[config.mk]
export PLATFORM = sky130hd
export DESIGN_NAME = jump_ctrl
export DESIGN_NICKNAME = d
export VERILOG_FILES = /design/src/rtl/jump_ctrl.sv
export SDC_FILE = /design/constraint.sdc
export NUM_CORES = 1
export LEC_CHECK = 0
export CAP_MARGIN = 0
export CORE_ASPECT_RATIO = 2
export CORE_MARGIN = 3
export CORE_UTILIZATION = 40
export DETAILED_ROUTE_END_ITERATION = 8
export SYNTH_ARGS = -nofsm -noshare
export SYNTH_HDL_FRONTEND = slang
export SYNTH_SLANG_ARGS = --single-unit
[constraint.sdc]
create_clock -name clk -period 2.4 [get_ports clk]
set_clock_uncertainty 0.1 [all_clocks]
set_input_delay 0.48 -clock clk [delete_from_list [all_inputs] [get_ports clk]]
set_output_delay 0.48 -clock clk [all_outputs]
set_load 0.005 [all_outputs]
[src/rtl/jump_ctrl.sv]
// Jump controller: turns arrow-key presses into jump/fail commands for the sprite block,
// tracks score and game over. Define JUMP_SPEEDUP_EN to shrink the reaction timeout as score grows.
module jump_ctrl #(
  parameter int unsigned TIMEOUT_CYCLES = 80_000_000,
`ifdef JUMP_SPEEDUP_EN
  parameter int unsigned TIMEOUT_STEP   = 4_000_000,
  parameter int unsigned TIMEOUT_MIN    = 20_000_000,
  parameter int unsigned SPEEDUP_EVERY  = 10,
`endif
  parameter int unsigned SCORE_WIDTH    = 14
) (
  input  logic                   clk,
  input  logic                   rst,
  input  logic                   module_en,
  input  logic                   key_left,
  input  logic                   key_right,
  input  logic                   next_block_side,
  input  logic                   landed,
  output logic                   jump_left,
  output logic                   jump_right,
  output logic                   jump_fail,
  output logic                   block_advance,
  output logic                   game_over,
  output logic [SCORE_WIDTH-1:0] score
);

  localparam int unsigned TW = $clog2(TIMEOUT_CYCLES + 1);

  typedef enum logic [1:0] {S_WAIT_KEY, S_JUMP, S_FALL, S_OVER} state_e;

  state_e                 state_q, state_d;
  logic [TW-1:0]          timer_q, timer_d;
  logic [TW-1:0]          timeout_lim;
  logic [SCORE_WIDTH-1:0] score_q, score_d;
  logic                   pend_valid_q, pend_valid_d, pend_side_q, pend_side_d;
  logic                   kl1_q, kl2_q, kr1_q, kr2_q;
  logic                   jump_left_q, jump_right_q, jump_fail_q, block_advance_q, game_over_q;
  logic                   jump_left_d, jump_right_d, jump_fail_d, block_advance_d;
  logic                   press_l, press_r, press_valid;
  logic                   eval_valid, eval_side;

  assign press_l     = kl1_q & ~kl2_q;
  assign press_r     = kr1_q & ~kr2_q;
  // Simultaneous left+right is treated as no press at all.
  assign press_valid = press_l ^ press_r;

  always_comb begin
    state_d         = state_q;
    timer_d         = timer_q;
    score_d         = score_q;
    pend_valid_d    = pend_valid_q;
    pend_side_d     = pend_side_q;
    jump_left_d     = 1'b0;
    jump_right_d    = 1'b0;
    jump_fail_d     = 1'b0;
    block_advance_d = 1'b0;
    eval_valid      = 1'b0;
    eval_side       = 1'b0;
    unique case (state_q)
      S_WAIT_KEY: begin
        timer_d = timer_q + TW'(1);
        if (pend_valid_q) begin
          eval_valid   = 1'b1;
          eval_side    = pend_side_q;
          pend_valid_d = 1'b0;
        end else begin
          eval_valid = press_valid;
          eval_side  = press_r;
        end
        if (eval_valid) begin
          timer_d = '0;
          if (eval_side == next_block_side) begin
            jump_right_d = eval_side;
            jump_left_d  = ~eval_side;
            state_d      = S_JUMP;
          end else begin
            jump_fail_d = 1'b1;
            state_d     = S_FALL;
          end
        end else if (timer_q == timeout_lim) begin
          timer_d     = '0;
          jump_fail_d = 1'b1;
          state_d     = S_FALL;
        end
      end
      S_JUMP: begin
        if (press_valid && !pend_valid_q) begin
          pend_valid_d = 1'b1;
          pend_side_d  = press_r;
        end
        if (landed) begin
          if (score_q != '1) score_d = score_q + SCORE_WIDTH'(1);
          block_advance_d = 1'b1;
          timer_d         = '0;
          state_d         = S_WAIT_KEY;
        end
      end
      S_FALL: begin
        pend_valid_d = 1'b0;
        if (landed) state_d = S_OVER;
      end
      S_OVER: begin
        pend_valid_d = 1'b0;
      end
    endcase
  end

`ifdef JUMP_SPEEDUP_EN
  logic [TW-1:0] timeout_q, timeout_d;

  always_comb begin
    timeout_d = timeout_q;
    if (state_q == S_JUMP && landed && score_q != '1 &&
        (score_d % SCORE_WIDTH'(SPEEDUP_EVERY)) == '0) begin
      if (32'(timeout_q) >= TIMEOUT_MIN + TIMEOUT_STEP) timeout_d = timeout_q - TW'(TIMEOUT_STEP);
      else timeout_d = TW'(TIMEOUT_MIN);
    end
  end

  always_ff @(posedge clk) begin
    if (rst || !module_en) timeout_q <= TW'(TIMEOUT_CYCLES);
    else timeout_q <= timeout_d;
  end

  assign timeout_lim = timeout_q - TW'(1);
`else
  assign timeout_lim = TW'(TIMEOUT_CYCLES - 1);
`endif

  always_ff @(posedge clk) begin
    if (rst || !module_en) begin
      state_q         <= S_WAIT_KEY;
      timer_q         <= '0;
      score_q         <= '0;
      pend_valid_q    <= 1'b0;
      pend_side_q     <= 1'b0;
      // Preset to 1 so a key held across reset does not count as a press.
      kl1_q           <= 1'b1;
      kl2_q           <= 1'b1;
      kr1_q           <= 1'b1;
      kr2_q           <= 1'b1;
      jump_left_q     <= 1'b0;
      jump_right_q    <= 1'b0;
      jump_fail_q     <= 1'b0;
      block_advance_q <= 1'b0;
      game_over_q     <= 1'b0;
    end else begin
      state_q         <= state_d;
      timer_q         <= timer_d;
      score_q         <= score_d;
      pend_valid_q    <= pend_valid_d;
      pend_side_q     <= pend_side_d;
      kl1_q           <= key_left;
      kl2_q           <= kl1_q;
      kr1_q           <= key_right;
      kr2_q           <= kr1_q;
      jump_left_q     <= jump_left_d;
      jump_right_q    <= jump_right_d;
      jump_fail_q     <= jump_fail_d;
      block_advance_q <= block_advance_d;
      game_over_q     <= (state_d == S_OVER);
    end
  end

  assign jump_left     = jump_left_q;
  assign jump_right    = jump_right_q;
  assign jump_fail     = jump_fail_q;
  assign block_advance = block_advance_q;
  assign game_over     = game_over_q;
  assign score         = score_q;

endmodule

[Word-level counts from Yosys, hierarchy flattened]
Index checks and enable logic that the tools add are counted.
Cells by class
  bitwise operators: 10
  eq/ne operators: 9
  $add $sub $neg: 2
  reduce and logical (&&, ||, !) cells: 13
  multiplexer cells: 20
Operators by type and width (count)
  2-to-1 mux 27 bit: 3
  one-hot mux 27 bit (2 select lines): 1
  adder 27 x 1 -> 27 bit (second input constant): 1
  == test 27 bit (second input constant): 1
  adder 14 x 1 -> 14 bit (second input constant): 1
  inequality test 14 bit (second input constant): 1
  2-to-1 mux 2 bit: 5
  2-to-1 mux 1 bit: 9
  inverter 1 bit: 7
  == test 2 bit (second input constant): 3
  one-hot mux 2 bit (3 select lines): 1
  inequality test 2 bit (second input constant): 2
  AND reduction 2 bit: 2
  OR reduction 2 bit: 2
  OR reduction 4 bit: 1
  AND reduction 3 bit: 1
  OR reduction 3 bit: 1
  AND 1 bit: 2
  == test 2 x 1 -> 1 bit (second input constant): 1
  logical NOT 1 bit: 2
  logical NOT 2 bit: 1
  one-hot mux 1 bit (2 select lines): 1
  nonzero test 2 bit: 1
  == test 1 bit: 1
  other kinds (3): 3
Word-level totals
  flip-flop bits (word level): 54
  output and inout bits: 19
  logic and storage cells: 68

[Logic depth before layout (Yosys ltp)]
Gate-level depths: netlist (run 1).
  depth in word-level cells: 9
  gate-level depth with buffers: 8
  depth with buffers taken out: 6

[Least setup slack after synthesis (run 1)]
OpenSTA, ideal clock, no wires.
  path type: input to register
  start: input rst
  end: register timer_q[22]
  library setup time: 74 ps
  buffers on the path: 3
  data arrival time: 1755 ps
  stages: 8
  data required time: 2226 ps
  slack: 471 ps
  cells stage by stage: nand2b_4 -> buf_6 -> or3_4 -> nor3_4 -> buf_6 -> buf_6 -> nand3_1 -> a31oi_1
Between the ends
  longest elaborated chain between the ends: 1
RTL lines
  start: declaration: line 13  | input logic rst,
  logical OR 1 bit: line 131  | if (rst || !module_en) begin
  end signal: assignment: line 149  | timer_q <= timer_d;
  end: declaration: line 32  | logic [TW-1:0] timer_q, timer_d;
No other way between the ends.
A chain may end at the register's enable or synchronous reset.

[Worst setup path after layout (run 1)]
  start: input module_en
  end: register timer_q[18]
Between the ends
  longest elaborated chain between the ends: 2
RTL lines
  start: declaration: line 14  | input logic module_en,
  logical NOT 1 bit: line 131
  logical OR 1 bit: line 131
No other way between the ends.

==> flow_summary.ini, run 1 <==
[logic_synthesis]
synthCells = 319
yosys_warnings = 0
async_flop_share_pct = 0
synth_top_area_share_pct = 39.49
yosysMostFrequentCell = dfxtp_1
synth_common_cells = dfxtp_1, a31oi_1, nor2_1
ys_seq_elements = 54
seq_area_frac_synth_pct = 39.49
postSynthAreaPerCell_sq_um = 8.582
synth_edf_count = 0
syn_nets = 328
ys_top_cells_by_area = dfxtp_1, a31oi_1, nand4_1
synth_ff_type = dfxtp_1
syn_area_sq_um = 2738
synth_top_area_cell = dfxtp_1
synthDistinctLibCells = 54

[placed_design]
dpl.hpwl_um = 5298
placedCellCount = 431
port_buffers = 25
place_congestion = 0.8898
post_dp_cell_area_sq_um = 3132

[worst_setup_path]
crit_type = input pin to register
rr_endpoint = timer_q[20]
r2r_start = timer_q[0]
end_kind = register
cp-startpoint = module_en
critPathCapture = timer_q[18]
rr_worst_depth = 6
required_ns = 2.52
critPathMaxFanout = 26
r2r_setup_slack_ns = 0.24
worstPathArrival_ns = 2.29
critPathLaunchType = input pin

[layout]
regMostFlops = timer_q
nNetsFinal = 359
areaGrowthSynthToFinish_pct = 20.43
fin_util_pct = 49.79
largest_register_ffs = 27
drive_above_1_share_pct = 9.687
final_cells = 439
antennaDiodeCount = 0
n_fill_cell = 667
design_area_sq_um = 3297

[drt]
drt_first_iter_violations = 147
avgViaCountPerCell = 5.797
first_pass_iters = 4
wl_um = 7167
route.detailed.drc = 0
avgRoutedWirePerCell_um = 16.33
vias = 2545
drt.antenna.violating_nets = 0

[grt]
grt_pass1_wl_um = 12170
grt_max_degree = 27
grt_pass1_vias = 2514
gr-usage-all-layers_pct = 19.53
antenna_found_initial = 0
overflow = 0

[power_and_ir_drop]
ir_drop_v = 0.0005845
power.leakage_uw = 0.001059
power_density_nw_per_um2 = 553.0

[clock_tree]
htree_levels = 2
clockRootBuffer = clkbuf_16
postCtsSetupBuffers = 0
cts_buffer_depth = 2
hold_buffers = 0
cts_made_buffers = 5
clkSlewWorstSetupHoldPaths_ns = 0.07
clock_latency_ns = 0.30
cts_tree = done
cts.sinks = 54
cts.repair.resized = 0

[sta]
hold_viol_final = 0
rsz0062_at_grt = false
tightest_slew_ns = 0.6174
maxSlewHeadroom_pct = 58.84
holdWs_ns = 0.3311
min_period_ns = 2.171
fmax_mhz = 460.5
setup_viol = 0
fin_crit_sh_pct = 90.48
drv_slew = 0

[floorplan]
core_sq_um = 6621
die_h_um = 123.0
start_util_pct = 41.35
die_w_um = 64.50
placementRows = 42
io_pins = 26
dieArea_sq_um = 7933

[run]
cap_violations = 0

[run_status]
status = finished, final reports clean

[worst_hold_path]
min_path_type = register to register
[layout make-up]
cell class,count,area (sq um),area share [%]
clock inverters,3,40.04,1.214
clock buffers,5,125.1,3.795
well taps,88,110.1,3.340
repair buffers,39,367.9,11.16
inverters,8,30.03,0.9108
flip-flops and latches,54,1081,32.79
multi-input cells,242,1543,46.79
[layer usage]
layer	up-vias	global-route usage, %	wire, um
met2	59	37.63	4082
li1	1268	-	-
met4	0	8.742	146
met3	9	3.091	205
met5	-	0	0
met1	1209	20.16	2733
[power by group]
part           switching [uW]  internal [uW]  total (uW)
Sequential               7.28            902         909
Clock                     340            489         830
Combinational            44.7           39.7        84.4
Total                     392           1430        1820
[through the flow]
step	total power [uW]	setup TNS, ns	setup WS (ns)
floorplan	984.6	0	0.4707
global placement	1013	-0.008887	-0.008887
finish	1823	0	0.2286
CTS	1840	0	0.2391
detailed placement	1014	-0.4038	-0.05830
global route	1883	0	0.09479
[kinds of logic (layout without fill, tap and decap cells)]
| kind of cell | Yosys count | count (layout) | share of synthesized area [%] |
|---|---|---|---|
| and+or+nand+nor | 157 | 157 | 33.87 |
| AOI/OAI and AO/OA | 65 | 65 | 15.36 |
| muxes | 4 | 4 | 1.463 |
| DFF | 54 | 54 | 39.49 |
| xor gates and xnor gates | 14 | 14 | 4.753 |
| buffers and inverters | 23 | 55 | 4.159 |
| adders and majority gates | 2 | 2 | 0.9139 |
[how the worst min path moves through the flow]
stage / to / depth (start not counted) / startpoint
floorplan: kr2_q / 1 / kr1_q
global placement: kr2_q / 1 / kr1_q
detailed placement: kl2_q / 2 / kl1_q
CTS: kl2_q / 2 / kl1_q
global route: kl2_q / 2 / kl1_q
finish: kl2_q / 2 / kl1_q
[placed cells by master, fill, tap and decap left out, drive strengths merged, types with 3 or more instances in the layout]
| master | Yosys | routed |
|---|---|---|
| and3 | 8 | 8 |
| nand3 | 22 | 22 |
| a21oi | 8 | 8 |
| nor2 | 27 | 27 |
| or3 | 3 | 3 |
| and2 | 4 | 4 |
| o211ai | 3 | 3 |
| xor2 | 4 | 4 |
| nor4 | 7 | 7 |
| nand2 | 22 | 22 |
| a31oi | 27 | 27 |
| nor4b | 3 | 3 |
| nor3 | 12 | 12 |
| nand3b | 6 | 6 |
| o21ai | 9 | 9 |
| buf | 8 | 14 |
| dfxtp | 54 | 54 |
| and4 | 6 | 6 |
| o22ai | 3 | 3 |
| mux2i | 4 | 4 |
| a41oi | 4 | 4 |
| xnor2 | 10 | 10 |
| clkdlybuf4s50 | 0 | 25 |
| clkbuf | 7 | 5 |
| nand2b | 9 | 9 |
| nand4 | 18 | 18 |
| inv | 8 | 8 |
[critical path, stage by stage]
cell             delay (ns)
clkdlybuf4s50_1        0.52
nand2b_4               0.06
or3_4                  0.34
nor3_4                 0.22
buf_4                  0.34
o211ai_1               0.14
a31oi_1                0.18
(Power assumes the default switching activity.)
==> inputs of run 2 (changes only) <==
Settings changed: CAP_MARGIN 0 to unset, SLEW_MARGIN set to 20.
==> results of run 2 <==
No change in the layout: final DEF, timing and power equal those of run 1.
==> inputs of run 3 (changes only) <==
Settings changed: RECOVER_POWER set to 25.
==> run 3 against run 2 <==
Effect of this change:
- routed wire length fell by 0.40%
- fmax is essentially flat
- first-iteration DRC count is 16% higher
- sequential share of layout area is 0.21 points higher
- core utilization fell by 0.32 points
- worst setup slack gained 0.00093 ns
- register-to-register slack is essentially flat
- highest routed layer unchanged
- clock power is 0.5% lower
- design area shrank 0.65%
- hold slack hardly changed
- cell count is the same
- largest power group unchanged
- flip-flop and latch count did not move
==> flow_summary.ini, run 3 (same netlist as run 1, synthesis figures left out) <==
[worst_setup_path]
crit_type = input pin to register
cpMaxStageDelayCell = clkdlybuf4s50_1
critical_path.max_stage_delay_ns = 0.41
worstPathArrival_ns = 2.29
cpLargestDelayFamily = buffers and inverters
r2r_setup_slack_ns = 0.24
required_ns = 2.52
end_kind = register
worst-path-buf-inv = 2
rr_endpoint = timer_q[20]
worstPathCellList = clkdlybuf4s50_1 -> nand2b_1 -> or3_4 -> nor3_4 -> buf_4 -> o211ai_1 -> a31oi_1
r2r_start = timer_q[0]
critPathMaxFanout = 26
critPathLaunchType = input pin
rr_worst_depth = 6

[clock_tree]
clock_latency_ns = 0.30
cts_tree = done
clockRootBuffer = clkbuf_16
hold_buffers = 0
htree_levels = 2
cts.sinks = 54
cts_made_buffers = 5
cts.repair.resized = 0
clkSlewWorstSetupHoldPaths_ns = 0.07
cts_buffer_depth = 2
postCtsSetupBuffers = 0

[floorplan]
core_sq_um = 6621
die_h_um = 123.0
start_util_pct = 41.35
io_pins = 26
dieArea_sq_um = 7933
placementRows = 42
die_w_um = 64.50

[power_and_ir_drop]
ir_drop_v = 0.0005819
power_density_nw_per_um2 = 554.5
totalPowerFinal_uw = 1816
power.leakage_uw = 0.001067

[drt]
avgRoutedWirePerCell_um = 16.26
route.detailed.drc = 0
drt_first_iter_violations = 170
wl_um = 7138
drt.antenna.violating_nets = 0
vias = 2550
avgViaCountPerCell = 5.809
first_pass_iters = 4

[sta]
setup_viol = 0
fin_crit_sh_pct = 90.44
drv_slew = 0
min_period_ns = 2.171
tightest_slew_ns = 1.113
tns_ns = 0
rsz0062_at_grt = false
fmax_mhz = 460.7
hold_viol_final = 0
holdWs_ns = 0.3312
maxSlewHeadroom_pct = 25.82

[grt]
antenna_found_initial = 0
overflow = 0
gr-usage-all-layers_pct = 19.53
grt_pass1_vias = 2514
grt_max_degree = 27
grt_pass1_wl_um = 12170

[worst_hold_path]
min_path_type = register to register
hp-start = kl1_q
whs_endpoint = kl2_q
worstHoldPathCells = 2

[layout]
regArea_sq_um = 1081
antennaDiodeCount = 0
regMostFlops = timer_q
n_fill_cell = 672
drive_above_1_share_pct = 8.547
nNetsFinal = 359
mostFrequentLayoutCells = dfxtp_1, nor2_1, a31oi_1
areaGrowthSynthToFinish_pct = 19.65
multi_input_area_sq_um = 1529
largest_register_ffs = 27
mostFrequentLayoutCell = dfxtp_1

[run_status]
status = finished, final reports clean

[placed_design]
place_congestion = 0.8898
dpl.hpwl_um = 5298
port_buffers = 25

[run]
cap_violations = 0
[run 3: cell types whose count changed in the layout (fill, tap and decap cells not counted)]
cell / before / now
clkdlybuf4s50_1: 25 / 19
dlygate4sd3_1: 0 / 6
buf_4: 13 / 11
clkbuf_1: 0 / 2
nand2b_1: 8 / 9
nand2b_4: 1 / 0
nor4_1: 5 / 6
nor4_2: 2 / 1
[run 3: power by group]
part	switching (uW)	internal [uW]
Clock	337	489
Sequential	7.12	902
Combinational	44.1	37.1
Total	388	1430
[run 3: layout make-up]
type | count | share of cell area [%]
sequential | 54 | 33.00
inverter | 8 | 0.9167
clock inverter | 3 | 1.222
multi-input combinational | 242 | 46.68
tap | 88 | 3.361
timing repair buffer | 39 | 11.00
clock buffer | 5 | 3.820
[run 3: worst max-delay path by stage]
stage,startpoint,endpoint,slack [ns],cells past startpoint
detailed placement,module_en,timer_q[7],-0.06,7
global placement,module_en,timer_q[18],-0.009,7
CTS,module_en,timer_q[18],0.24,7
finish,rst,timer_q[18],0.23,7
global route,rst,timer_q[16],0.08,7
floorplan,rst,timer_q[22],0.47,8
[run 3: stage by stage]
stage | worst slack [ns] | area (sq um) | util [%] | std cells
2_1_floorplan | 0.4707 | 2738 | - | 319
3_3_place_gp | -0.008887 | 3132 | 47.30 | 431
3_5_place_dp | -0.05830 | 3132 | 47.30 | 431
4_1_cts | 0.2391 | 3297 | 49.79 | 439
5_1_grt | 0.07857 | 3276 | 49.47 | 439
6_report | 0.2295 | 3276 | 49.47 | 439
[run 3: worst min-delay path, stage by stage (launching register included)]
cell	delay, ns
dfxtp_1	0.31
inv_1	0.04
nand2_1	0.04
[run 3: routing by layer]
metal  track usage [%]  up-vias  part of all wire (%)
li1                  -     1266                     -
met1             20.16     1206                    38
met2             37.63       62                    57
met3             3.091       16                   2.8
met4             8.742        0                   2.6
met5                 0        -                     0
